<file path="src/rtl/qlen_trr_if.sv">
// qlen_trr_if: valid/ready/data stream interface (dti) used by qlen_trr
//   valid : producer -> consumer, data is meaningful
//   ready : consumer -> producer, consumer accepts this cycle
//   data  : W-bit payload; for eot-delimited streams data[W-1] is eot
interface dti #(
    parameter int W = 8
) ();
    logic         valid;
    logic         ready;
    logic [W-1:0] data;

    modport producer (output valid, output data, input ready);
    modport consumer (input valid, input data, output ready);
endinterface

</file>
<file path="src/rtl/qlen_trr.sv">
// qlen_trr: buffers an eot-delimited stream in a FIFO and reports each transaction's length
//   clk  : clock, all state updates on rising edge
//   rst  : asynchronous active-low reset
//   din  : dti.consumer, W bits, data[W-1] = eot, data[W-2:0] = payload
//   dout : dti.producer, W bits, buffered copy of din (eot included)
//   len  : dti.producer, LEN_W bits, element count of each completed transaction
//   Optional macro QLEN_TRR_SAT_EN: saturate the element counter instead of wrapping.
module qlen_trr #(
    parameter int W     = 8,
    parameter int DEPTH = 4,
    parameter int LEN_W = 16
) (
    input  logic  clk,
    input  logic  rst,
    dti.consumer  din,
    dti.producer  dout,
    dti.producer  len
);
    localparam int AW = $clog2(DEPTH);

    logic [W-1:0]     mem [DEPTH];
    logic [AW:0]      wr_ptr;
    logic [AW:0]      rd_ptr;
    logic [LEN_W-1:0] cnt_reg;
    logic [LEN_W-1:0] cnt_inc;
    logic [LEN_W-1:0] len_reg;
    logic             len_vld;
    logic             full;
    logic             empty;
    logic             din_eot;
    logic             push;
    logic             pop;
    logic             len_pop;

    // Pointers carry an extra wrap bit: equal means empty, differing only in the MSB means full.
    assign empty   = wr_ptr == rd_ptr;
    assign full    = (wr_ptr ^ rd_ptr) == {1'b1, {AW{1'b0}}};
    assign din_eot = din.data[W-1];

    // An eot may only enter when the length register is free or emptying this cycle.
    assign din.ready = !full && !(din_eot && len_vld && !len.ready);
    assign push      = din.valid && din.ready;
    assign pop       = dout.valid && dout.ready;
    assign len_pop   = len_vld && len.ready;

    assign dout.valid = !empty;
    assign dout.data  = mem[rd_ptr[AW-1:0]];
    assign len.valid  = len_vld;
    assign len.data   = len_reg;

`ifdef QLEN_TRR_SAT_EN
    assign cnt_inc = &cnt_reg ? cnt_reg : cnt_reg + LEN_W'(1);
`else
    assign cnt_inc = cnt_reg + LEN_W'(1);
`endif

    always_ff @(posedge clk) begin
        if (push) mem[wr_ptr[AW-1:0]] <= din.data;
    end

    always_ff @(posedge clk or negedge rst) begin
        if (!rst) begin
            wr_ptr  <= '0;
            rd_ptr  <= '0;
            cnt_reg <= '0;
            len_reg <= '0;
            len_vld <= 1'b0;
        end else begin
            if (push) wr_ptr <= wr_ptr + (AW+1)'(1);
            if (pop) rd_ptr <= rd_ptr + (AW+1)'(1);
            if (push) cnt_reg <= din_eot ? '0 : cnt_inc;
            if (push && din_eot) begin
                len_reg <= cnt_inc;
                len_vld <= 1'b1;
            end else if (len_pop) begin
                len_vld <= 1'b0;
            end
        end
    end
endmodule
</file>
<file path="src/flat_wrapper.sv">
// flat-port wrapper written by rule: the top's interface ports become plain ports
module qlen_trr_flat 
#(
    parameter int W     = 8,
    parameter int DEPTH = 4,
    parameter int LEN_W = 16
)
  (clk, rst, din_valid, din_data, din_ready, dout_valid, dout_data, dout_ready, len_valid, len_data, len_ready);
  dti #(.W(W)) din_i ();
  dti #(.W(W)) dout_i ();
  dti #(.W(W)) len_i ();
  input  logic clk;
  input  logic rst;
  input wire logic [$bits(din_i.valid)-1:0] din_valid;
  input wire logic [$bits(din_i.data)-1:0] din_data;
  output wire logic [$bits(din_i.ready)-1:0] din_ready;
  output wire logic [$bits(dout_i.valid)-1:0] dout_valid;
  output wire logic [$bits(dout_i.data)-1:0] dout_data;
  input wire logic [$bits(dout_i.ready)-1:0] dout_ready;
  output wire logic [$bits(len_i.valid)-1:0] len_valid;
  output wire logic [$bits(len_i.data)-1:0] len_data;
  input wire logic [$bits(len_i.ready)-1:0] len_ready;
  assign din_i.valid = din_valid;
  assign din_i.data = din_data;
  assign din_ready = din_i.ready;
  assign dout_valid = dout_i.valid;
  assign dout_data = dout_i.data;
  assign dout_i.ready = dout_ready;
  assign len_valid = len_i.valid;
  assign len_data = len_i.data;
  assign len_i.ready = len_ready;
  qlen_trr #(.W(W), .DEPTH(DEPTH), .LEN_W(LEN_W)) u_core (.clk(clk), .rst(rst), .din(din_i), .dout(dout_i), .len(len_i));
endmodule
</file>
<file path="config.mk">
export PLATFORM = sky130hd
export DESIGN_NAME = qlen_trr_flat
export DESIGN_NICKNAME = d
export VERILOG_FILES = /design/src/rtl/qlen_trr_if.sv /design/src/rtl/qlen_trr.sv /design/src/flat_wrapper.sv
export SDC_FILE = /design/constraint.sdc
export NUM_CORES = 1
export LEC_CHECK = 0
export CORE_MARGIN = 10
export CORE_UTILIZATION = 51
export CTS_BUF_LIST = sky130_fd_sc_hd__clkbuf_8 sky130_fd_sc_hd__clkbuf_16
export DETAILED_ROUTE_END_ITERATION = 8
export PLACE_DENSITY = 0.76
export SETUP_SLACK_MARGIN = 0.02
export SLEW_MARGIN = 20
export SYNTH_ARGS = -nofsm -noshare
export SYNTH_HDL_FRONTEND = slang
export SYNTH_SLANG_ARGS = --single-unit
</file>
<file path="constraint.sdc">
create_clock -name clk -period 4.05 [get_ports clk]
set_input_delay 0.81 -clock clk [delete_from_list [all_inputs] [get_ports clk]]
set_output_delay 0.81 -clock clk [all_outputs]
set_load 0.02 [all_outputs]
</file>
==> results of run 1 <==
-- power by group --
group	leakage [nW]	total, mW	switching (mW)	internal, mW
Clock	0.0556	0.354	0.173	0.181
Sequential	0.574	0.944	0.164	0.781
Combinational	0.513	0.901	0.439	0.463
-- worst register-to-register path: cells and delay by family (launching register included) --
kind / cells / cell delay [ps]
DFF: 1 / 720
AOI/OAI and AO/OA: 1 / 420
and+or+nand+nor: 1 / 630
xor gates and xnor gates: 1 / 210
-- cell usage in the layout (no fill, tap or decap), types with 3 or more instances in the layout --
master,synthesis,routed
edfxtp_1,32,32
clkdlybuf4s50_1,0,30
dfrtp_1,23,23
nand2_1,12,12
inv_1,9,9
mux2_2,9,9
xnor2_1,8,8
nor2_1,8,8
mux4_1,7,7
o21ai_0,6,6
ha_1,6,6
nand3_1,5,5
clkbuf_8,0,5
nor4_1,4,4
xor2_1,3,3
buf_4,0,3
-- metrics by stage --
stage	setup slack, ps	std cells	cell area [sq um]
3_5_place_dp	918	242	2780
4_1_cts	916	250	2890
2_1_floorplan	1690	160	2420
5_1_grt	856	250	2880
6_report	918	250	2880
3_3_place_gp	924	242	2780
-- kinds of logic (layout without fill, tap and decap cells) --
logic type / after synthesis / in the layout
compound gates: 12 / 12
xor+xnor: 12 / 12
fa+ha+maj: 6 / 6
buf+inv: 15 / 51
flops: 55 / 55
mux: 19 / 19
simple gates: 41 / 41
-- area by class of cell --
type | count | area (sq um) | share of cell area, %
clock buffers | 5 | 68.8 | 2.39
clock inverters | 3 | 38.8 | 1.35
inverters | 9 | 33.8 | 1.17
multi-input cells | 90 | 807 | 28.0
flip-flops and latches | 55 | 1540 | 53.3
well taps | 54 | 67.6 | 2.35
repair buffers | 34 | 328 | 11.4
-- routing by layer --
metal	wire length (um)	up-vias	track usage (%)
li1	-	660	-
met1	1840	701	14.7
met2	2230	43	19.5
met3	320	6	4.65
met4	62	0	5.06
met5	0	-	0
-- path summary, 6_finish.rpt --
check                                 startpoint                end  slack [ps]  cells after the start
worst max register to register  u_core.rd_ptr[0]   u_core.mem[0][3]        1700                      3
worst min-delay path                         rst   u_core.len.valid         460                      1
worst min register to register  u_core.rd_ptr[2]   u_core.rd_ptr[2]         500                      1
max in group asynchronous                    rst  u_core.len_reg[3]        3230                      1
min in group clk                u_core.rd_ptr[2]   u_core.rd_ptr[2]         500                      1
worst max-delay path                 din_data[7]          din_ready         920                      5
==> out/qor.yml, run 1 <==
logic_synthesis:
  synth.distinct_cells: 33
  synthCells: 160
  synth_top_area_share_pct: 39.6
  async_flop_share_pct: 41.8
  avgSynthCellArea_sq_um: 15.2
  synth_commonest_cells: "edfxtp_1, dfrtp_1, nand2_1"
  synth_mux_area_share_pct: 13.5
  yosysWarnings: 0
  synthFlopType: "edfxtp_1"
  synth_top_family_by_area: "multiplexers"
  synth.yosys.seq_area_share_pct: 63.4
  synth-xor-area-share_pct: 4.64
  synth_nets: 179
  yosysTopAreaCell: "edfxtp_1"
  ys_seq_elements: 55
  synthSimpleGateAreaFrac_pct: 8.67
  synth_adder_area_share_pct: 3.10
  synth_enable_flop_cells: 32
  yosysMostFrequentCell: "edfxtp_1"
  netlist_area_sq_um: 2420
  synthTopCellsByArea: "edfxtp_1, dfrtp_1, mux4_1"
  synth_compound_area_share_pct: 3.35
cts:
  post_cts_buffers: 0
  htree_levels: 2
  holdBufCountCts: 0
  cts_tree: "yes"
  ctsResizeCount: 0
  cts_made_buffers: 5
  clock_latency_ps: 310
  clock_sinks: 55
  cts-root-buf: "clkbuf_8"
  clk_pin_slew_ps: 100
  max-clock-path-buffers: 2
layout:
  syn_to_final_growth_pct: 18.8
  largest_register_ffs: 32
  fin_util_pct: 61.8
  num_antenna_cells: 0
  nets: 214
  fillers: 364
  drive_gt1_share_pct: 12.2
sta:
  min_period_over_period_pct: 77.3
  setup_tns_ps: 0
  rsz0062_at_grt: "no"
  skew_ps: 9.77
  finalHoldViolCount: 0
  fin_crit_ps: 3130
  fmaxAchievable_ghz: 0.319
  setup_viol: 0
  drv_slew: 0
  tightestPinTransition_ps: 788
  slew_headroom_pct: 47.3
  holdWs_ps: 464
drt:
  routed_wl_um: 4450
  wl_per_cell_um: 17.8
  drt_first_pass_iters: 4
  ant_nets: 0
  drc: 0
  vias: 1410
  vias_per_cell: 5.64
  drtIter0Drc: 122
placement:
  dp_hpwl_um: 3120
  port_buffers: 31
  place.gp.congestion: 0.783
worst_setup_path:
  crit_chain: "clkdlybuf4s50_1 > buf_4 > and3b_1 > nor2_1 > clkdlybuf4s50_1"
  critPathMaxFanout: 20
  crit_path_end_kind: "output port"
  critPathBufInv: 3
  criticalPathCategory: "in -> out"
  cp.required_ps: 3240
  startpoint_type: "input pin"
  crit_path_max_incr_delay_ps: 610
  cp_top_family: "buffers and inverters"
  crit_arrival_ps: 2320
  path_common_cell: "clkdlybuf4s50_1"
  slowest_stage: "clkdlybuf4s50_1"
die:
  dieArea_sq_um: 7910
  die_h_um: 89.0
  initial_core_util_pct: 52.0
  ios: 32
  fp.dieW_um: 89.0
  placeableCoreArea_sq_um: 4660
  fp-row-count: 25
job:
  cap_violations: 0
global_routing:
  grt.overflow.total: 0
  grt_pass1_wl_um: 7350
  grt_max_degree: 24
  grt_use_total_pct: 12.3
  antenna_found_initial: 0
  grt_pass1_vias: 1484
pwr:
  p_leak_nw: 1.14
  peakVddDrop_mv: 0.404
  finalPower_mw: 2.20
  p_per_area_nw_per_um2: 764
outcome:
  status: "finished clean"
worst_hold_path:
  hp-class: "in -> async"
No activity file was read; power rests on OpenSTA's default activity.
==> inputs of run 2 (changes only) <==
clock period = 3 ns   (was 4.05 ns; I/O delays follow)
==> run 2 against run 1 <==
Design area increased by 0.26%; clock power increased by 14%; total power increased by 32%; register-to-register slack got worse by 1000 ps; final cell count increased by 1.2%; wire length increased by 1.6%; critical path type is now reg -> out; critical endpoint is now dout_data[2]; largest power group unchanged.
==> out/qor.yml, run 2 (synthesis gave the netlist of run 1 again) <==
pwr:
  seqPwrFrac_pct: 44.0
  p_leak_nw: 1.15
  sw_frac_of_total_pct: 36.3
  netSwitchingPower_mw: 1.05
  peakVddDrop_mv: 0.584
  cell_internal_pwr_mw: 1.85
  p_clk_share_pct: 13.9
  p_comb_share_pct: 42.1
  p_per_area_nw_per_um2: 1000
  finalPower_mw: 2.90
sta:
  slew_headroom_pct: 48.3
  finalHoldViolCount: 0
  fin_crit_ps: 2860
  rsz0062_at_grt: "no"
  drv_slew: 0
  skew_ps: 10.3
  tightestPinTransition_ps: 776
  min_period_over_period_pct: 95.5
  setup_viol: 0
  fmaxAchievable_ghz: 0.349
  setup_tns_ps: 0
worst_setup_path:
  startpoint_type: "flop"
  criticalPathCategory: "reg -> out"
  cp-startpoint: "u_core.rd_ptr[0]"
  crit_arrival_ps: 2260
  critPathMaxFanout: 11
  r2r-start: "u_core.rd_ptr[0]"
  cp.required_ps: 2400
  r2r_setup_slack_ps: 660
  crit_path_end_kind: "output port"
cts:
  cts_made_buffers: 5
  max-clock-path-buffers: 2
  ctsResizeCount: 0
  clk_pin_slew_ps: 90
  htree_levels: 2
  cts_tree: "yes"
  clock_sinks: 55
  holdBufCountCts: 0
  post_cts_buffers: 0
  cts-root-buf: "clkbuf_8"
  clock_latency_ps: 310
drt:
  vias: 1404
  ant_nets: 0
  drc: 0
  routed_wl_um: 4530
  vias_per_cell: 5.55
  drt_first_pass_iters: 4
  wl_per_cell_um: 17.9
  drtIter0Drc: 59
layout:
  drive_gt1_share_pct: 13.6
  syn_to_final_growth_pct: 19.1
  multiInputGateArea_sq_um: 807
  fillers: 341
  nets: 217
  seqCellArea_sq_um: 1540
  final_cell_mix: "edfxtp_1, clkdlybuf4s50_1, dfrtp_1, nand2_1"
  num_antenna_cells: 0
  final_common_cell: "edfxtp_1"
  largest_register_ffs: 32
  final_cell_count_no_fill: 253
die:
  die_h_um: 89.0
  ios: 32
  initial_core_util_pct: 52.0
  fp-row-count: 25
  dieArea_sq_um: 7910
  fp.dieW_um: 89.0
  placeableCoreArea_sq_um: 4660
placement:
  place.gp.congestion: 0.789
  port_buffers: 31
  dp_hpwl_um: 3200
  placed_cells: 245
global_routing:
  grt_use_total_pct: 12.3
  grt_pass1_vias: 1504
  grt_max_degree: 24
  grt_pass1_wl_um: 7420
  antenna_found_initial: 0
  grt.overflow.total: 0
job:
  cap_violations: 0
worst_hold_path:
  min_from: "u_core.wr_ptr[2]"
  hp-class: "reg -> reg"
outcome:
  status: "finished clean"
-- run 2: cell count changes in the layout (fill, tap and decap cells not counted) --
cell             before  now
buf_2                 1    0
clkinvlp_2            0    1
clkinv_1              1    0
buf_4                 3    6
inv_6                 0    1
clkdlybuf4s50_1      30   31
bufinv_16             1    0
-- run 2: layer usage --
| layer | vias up | wire length [um] | GRT usage, % |
|---|---|---|---|
| met5 | - | 0 | 0 |
| met4 | 0 | 72 | 4.62 |
| met3 | 6 | 241 | 4.65 |
| met2 | 26 | 2430 | 21.3 |
| met1 | 703 | 1780 | 13.4 |
| li1 | 669 | - | - |
-- run 2: power by group through the flow --
stage	registers [mW]	clock network, mW	logic, mW
6_report	1.28	0.402	1.22
5_1_grt	1.31	0.452	1.32
4_1_cts	1.28	0.408	1.24
3_5_place_dp	1.30	0	1.24
3_3_place_gp	1.27	0	1.19
2_1_floorplan	1.27	0	0.776
-- run 2: path summary, 6_finish.rpt --
check                               endpoint  cells past startpoint
setup / recovery                dout_data[2]                      2
hold / removal              u_core.wr_ptr[2]                      1
setup reg to reg           u_core.cnt_reg[6]                      4
hold reg to reg             u_core.wr_ptr[2]                      1
max in group asynchronous  u_core.cnt_reg[4]                      2
min in group asynchronous  u_core.len_reg[6]                      2
-- run 2: stage by stage --
| stage | setup WS [ps] | instance area (sq um) | utilization [%] | hold slack [ps] |
|---|---|---|---|---|
| floorplan | 848 | 2420 | - | 304 |
| global placement | 451 | 2800 | 60.1 | 484 |
| detailed placement | 362 | 2800 | 60.1 | 479 |
| CTS | 116 | 2890 | 62.0 | 495 |
| global route | 23.9 | 2890 | 62.0 | 512 |
| finish | 135 | 2890 | 62.0 | 497 |
-- run 2: worst max-delay path, stage by stage, from the launching register on --
cell and delay, ps:
dfrtp_1 740, mux4_1 640, clkdlybuf4s50_1 570
-- run 2: cell type report --
cell class              count  area share [%]
inverters                   9            1.17
repair buffers             37            12.3
well taps                  54            2.34
multi-input cells          90            27.9
flip-flops and latches     55            53.2
clock inverters             3           0.650
clock buffers               5            2.38
==> inputs of run 3 (changes only) <==
CORE_MARGIN = 2   (was 10)
==> run 3 against run 2 <==
Highest routed layer unchanged; clock skew down 6.2 ps; largest power group unchanged; critical path type unchanged; total power up 5.2%; utilization up 0.99 points; via count down 0.78%; sequential power about the same; critical path depth up 3.
==> out/qor.yml, run 3 (synthesis gave the netlist of run 1 again) <==
outcome:
  status: "finished clean"
sta:
  fmaxAchievable_ghz: 0.363
  fin_crit_ps: 2760
  min_period_over_period_pct: 91.8
  setup_tns_ps: 0
  setup_viol: 0
  skew_ps: 4.15
  drv_slew: 0
  rsz0062_at_grt: "no"
  slew_headroom_pct: 49.9
  tightestPinTransition_ps: 751
  finalWorstSetupSlack_ps: 245
  finalHoldViolCount: 0
placement:
  dp_slack_ps: 374
  place.gp.congestion: 0.779
  dp_hpwl_um: 2970
  port_buffers: 31
worst_setup_path:
  crit_arrival_ps: 2160
  r2r_cells: 4
  criticalPathCategory: "reg -> out"
  crit_path_end_kind: "output port"
  r2r_setup_slack_ps: 800
  critPathMaxFanout: 11
  r2r-start: "u_core.rd_ptr[1]"
  cp-startpoint: "u_core.rd_ptr[1]"
  cp-endpoint: "din_ready"
  rr_endpoint: "u_core.cnt_reg[6]"
  cp.required_ps: 2400
  startpoint_type: "flop"
worst_hold_path:
  hp-class: "reg -> reg"
drt:
  ant_nets: 0
  drt_first_pass_iters: 4
  drtIter0Drc: 84
  wl_per_cell_um: 16.5
  routed_wl_um: 4170
  vias: 1393
  vias_per_cell: 5.51
  drc: 0
pwr:
  sw_frac_of_total_pct: 33.8
  finalPower_mw: 3.05
  seqPwrFrac_pct: 41.7
  p_comb_share_pct: 40.1
  p_leak_nw: 1.17
  netSwitchingPower_mw: 1.03
  peakVddDrop_mv: 0.430
  p_per_area_nw_per_um2: 1040
  cell_internal_pwr_mw: 2.02
  p_clk_share_pct: 18.2
die:
  fp-row-count: 25
  dieArea_sq_um: 5320
  initial_core_util_pct: 52.0
  placeableCoreArea_sq_um: 4660
  ios: 32
  die_h_um: 73.0
  fp.dieW_um: 73.0
global_routing:
  grt_use_total_pct: 17.7
  grt_max_degree: 24
  antenna_found_initial: 0
  grt_pass1_vias: 1464
  grt.overflow.total: 0
  grt_pass1_wl_um: 7030
cts:
  cts_tree: "yes"
  ctsResizeCount: 0
  htree_levels: 2
  cts_made_buffers: 5
  post_cts_buffers: 0
  cts-root-buf: "clkbuf_8"
  holdBufCountCts: 0
  clock_latency_ps: 300
  clk_pin_slew_ps: 90
  clock_sinks: 55
  max-clock-path-buffers: 2
layout:
  num_antenna_cells: 0
  final_cell_mix: "edfxtp_1, clkdlybuf4s50_1, dfrtp_1, nand2_1, inv_1"
  fin_util_pct: 63.0
  syn_to_final_growth_pct: 21.0
  fillers: 325
  seqCellArea_sq_um: 1540
  final_common_cell: "edfxtp_1"
  nets: 217
  largest_register_ffs: 32
  drive_gt1_share_pct: 13.6
  multiInputGateArea_sq_um: 807
job:
  cap_violations: 0
-- run 3: changes by cell type in the layout (fill, tap and decap cells not counted), sizes merged --
cell,previous run,this run
bufinv,0,2
clkinv,1,0
clkinvlp,1,0
-- run 3: power by group through the flow --
stage	clock network [mW]	logic (mW)	registers [mW]
floorplan	0	0.776	1.27
global placement	0	1.18	1.27
detailed placement	0	1.23	1.29
CTS	0.568	1.24	1.27
global route	0.593	1.32	1.31
finish	0.555	1.22	1.27
-- run 3: how the worst min path moves through the flow --
stage | from | to | depth (start not counted)
after CTS | u_core.rd_ptr[2] | u_core.rd_ptr[2] | 1
after global routing | u_core.len_reg[6] | u_core.len_reg[6] | 1
after floorplan | rst | u_core.cnt_reg[0] | 0
after global placement | u_core.wr_ptr[2] | u_core.wr_ptr[2] | 1
after detailed placement | u_core.len_reg[6] | u_core.len_reg[6] | 1
final | u_core.wr_ptr[2] | u_core.wr_ptr[2] | 1
-- run 3: routing by layer --
metal | up-vias | GRT usage, % | part of all wire, %
met5 | - | 0 | 0
met4 | 0 | 6.79 | 1.8
met3 | 9 | 3.59 | 3.0
met2 | 24 | 30.5 | 52
met1 | 687 | 22.2 | 43
li1 | 673 | - | -
-- run 3: metrics by stage --
step,area [sq um],hold WS [ps],std cells
final,2930,511,253
after global routing,2930,528,253
after CTS,2930,513,253
after detailed placement,2800,497,245
after global placement,2800,484,245
after floorplan,2420,304,160
-- run 3: area by class of cell --
cell class              instances  share of cell area, %
clock buffers                   5                   2.35
repair buffers                 37                   12.1
multi-input cells              90                   27.5
flip-flops and latches         55                   52.4
inverters                       9                   1.15
clock inverters                 3                   2.17
well taps                      54                   2.30
-- run 3: worst max-delay path, cell delays in order, from the launching register on --
cell	delay, ps
dfrtp_1	680
xnor2_2	160
nand3_1	150
inv_1	70
nor2_1	150
clkdlybuf4s50_1	640
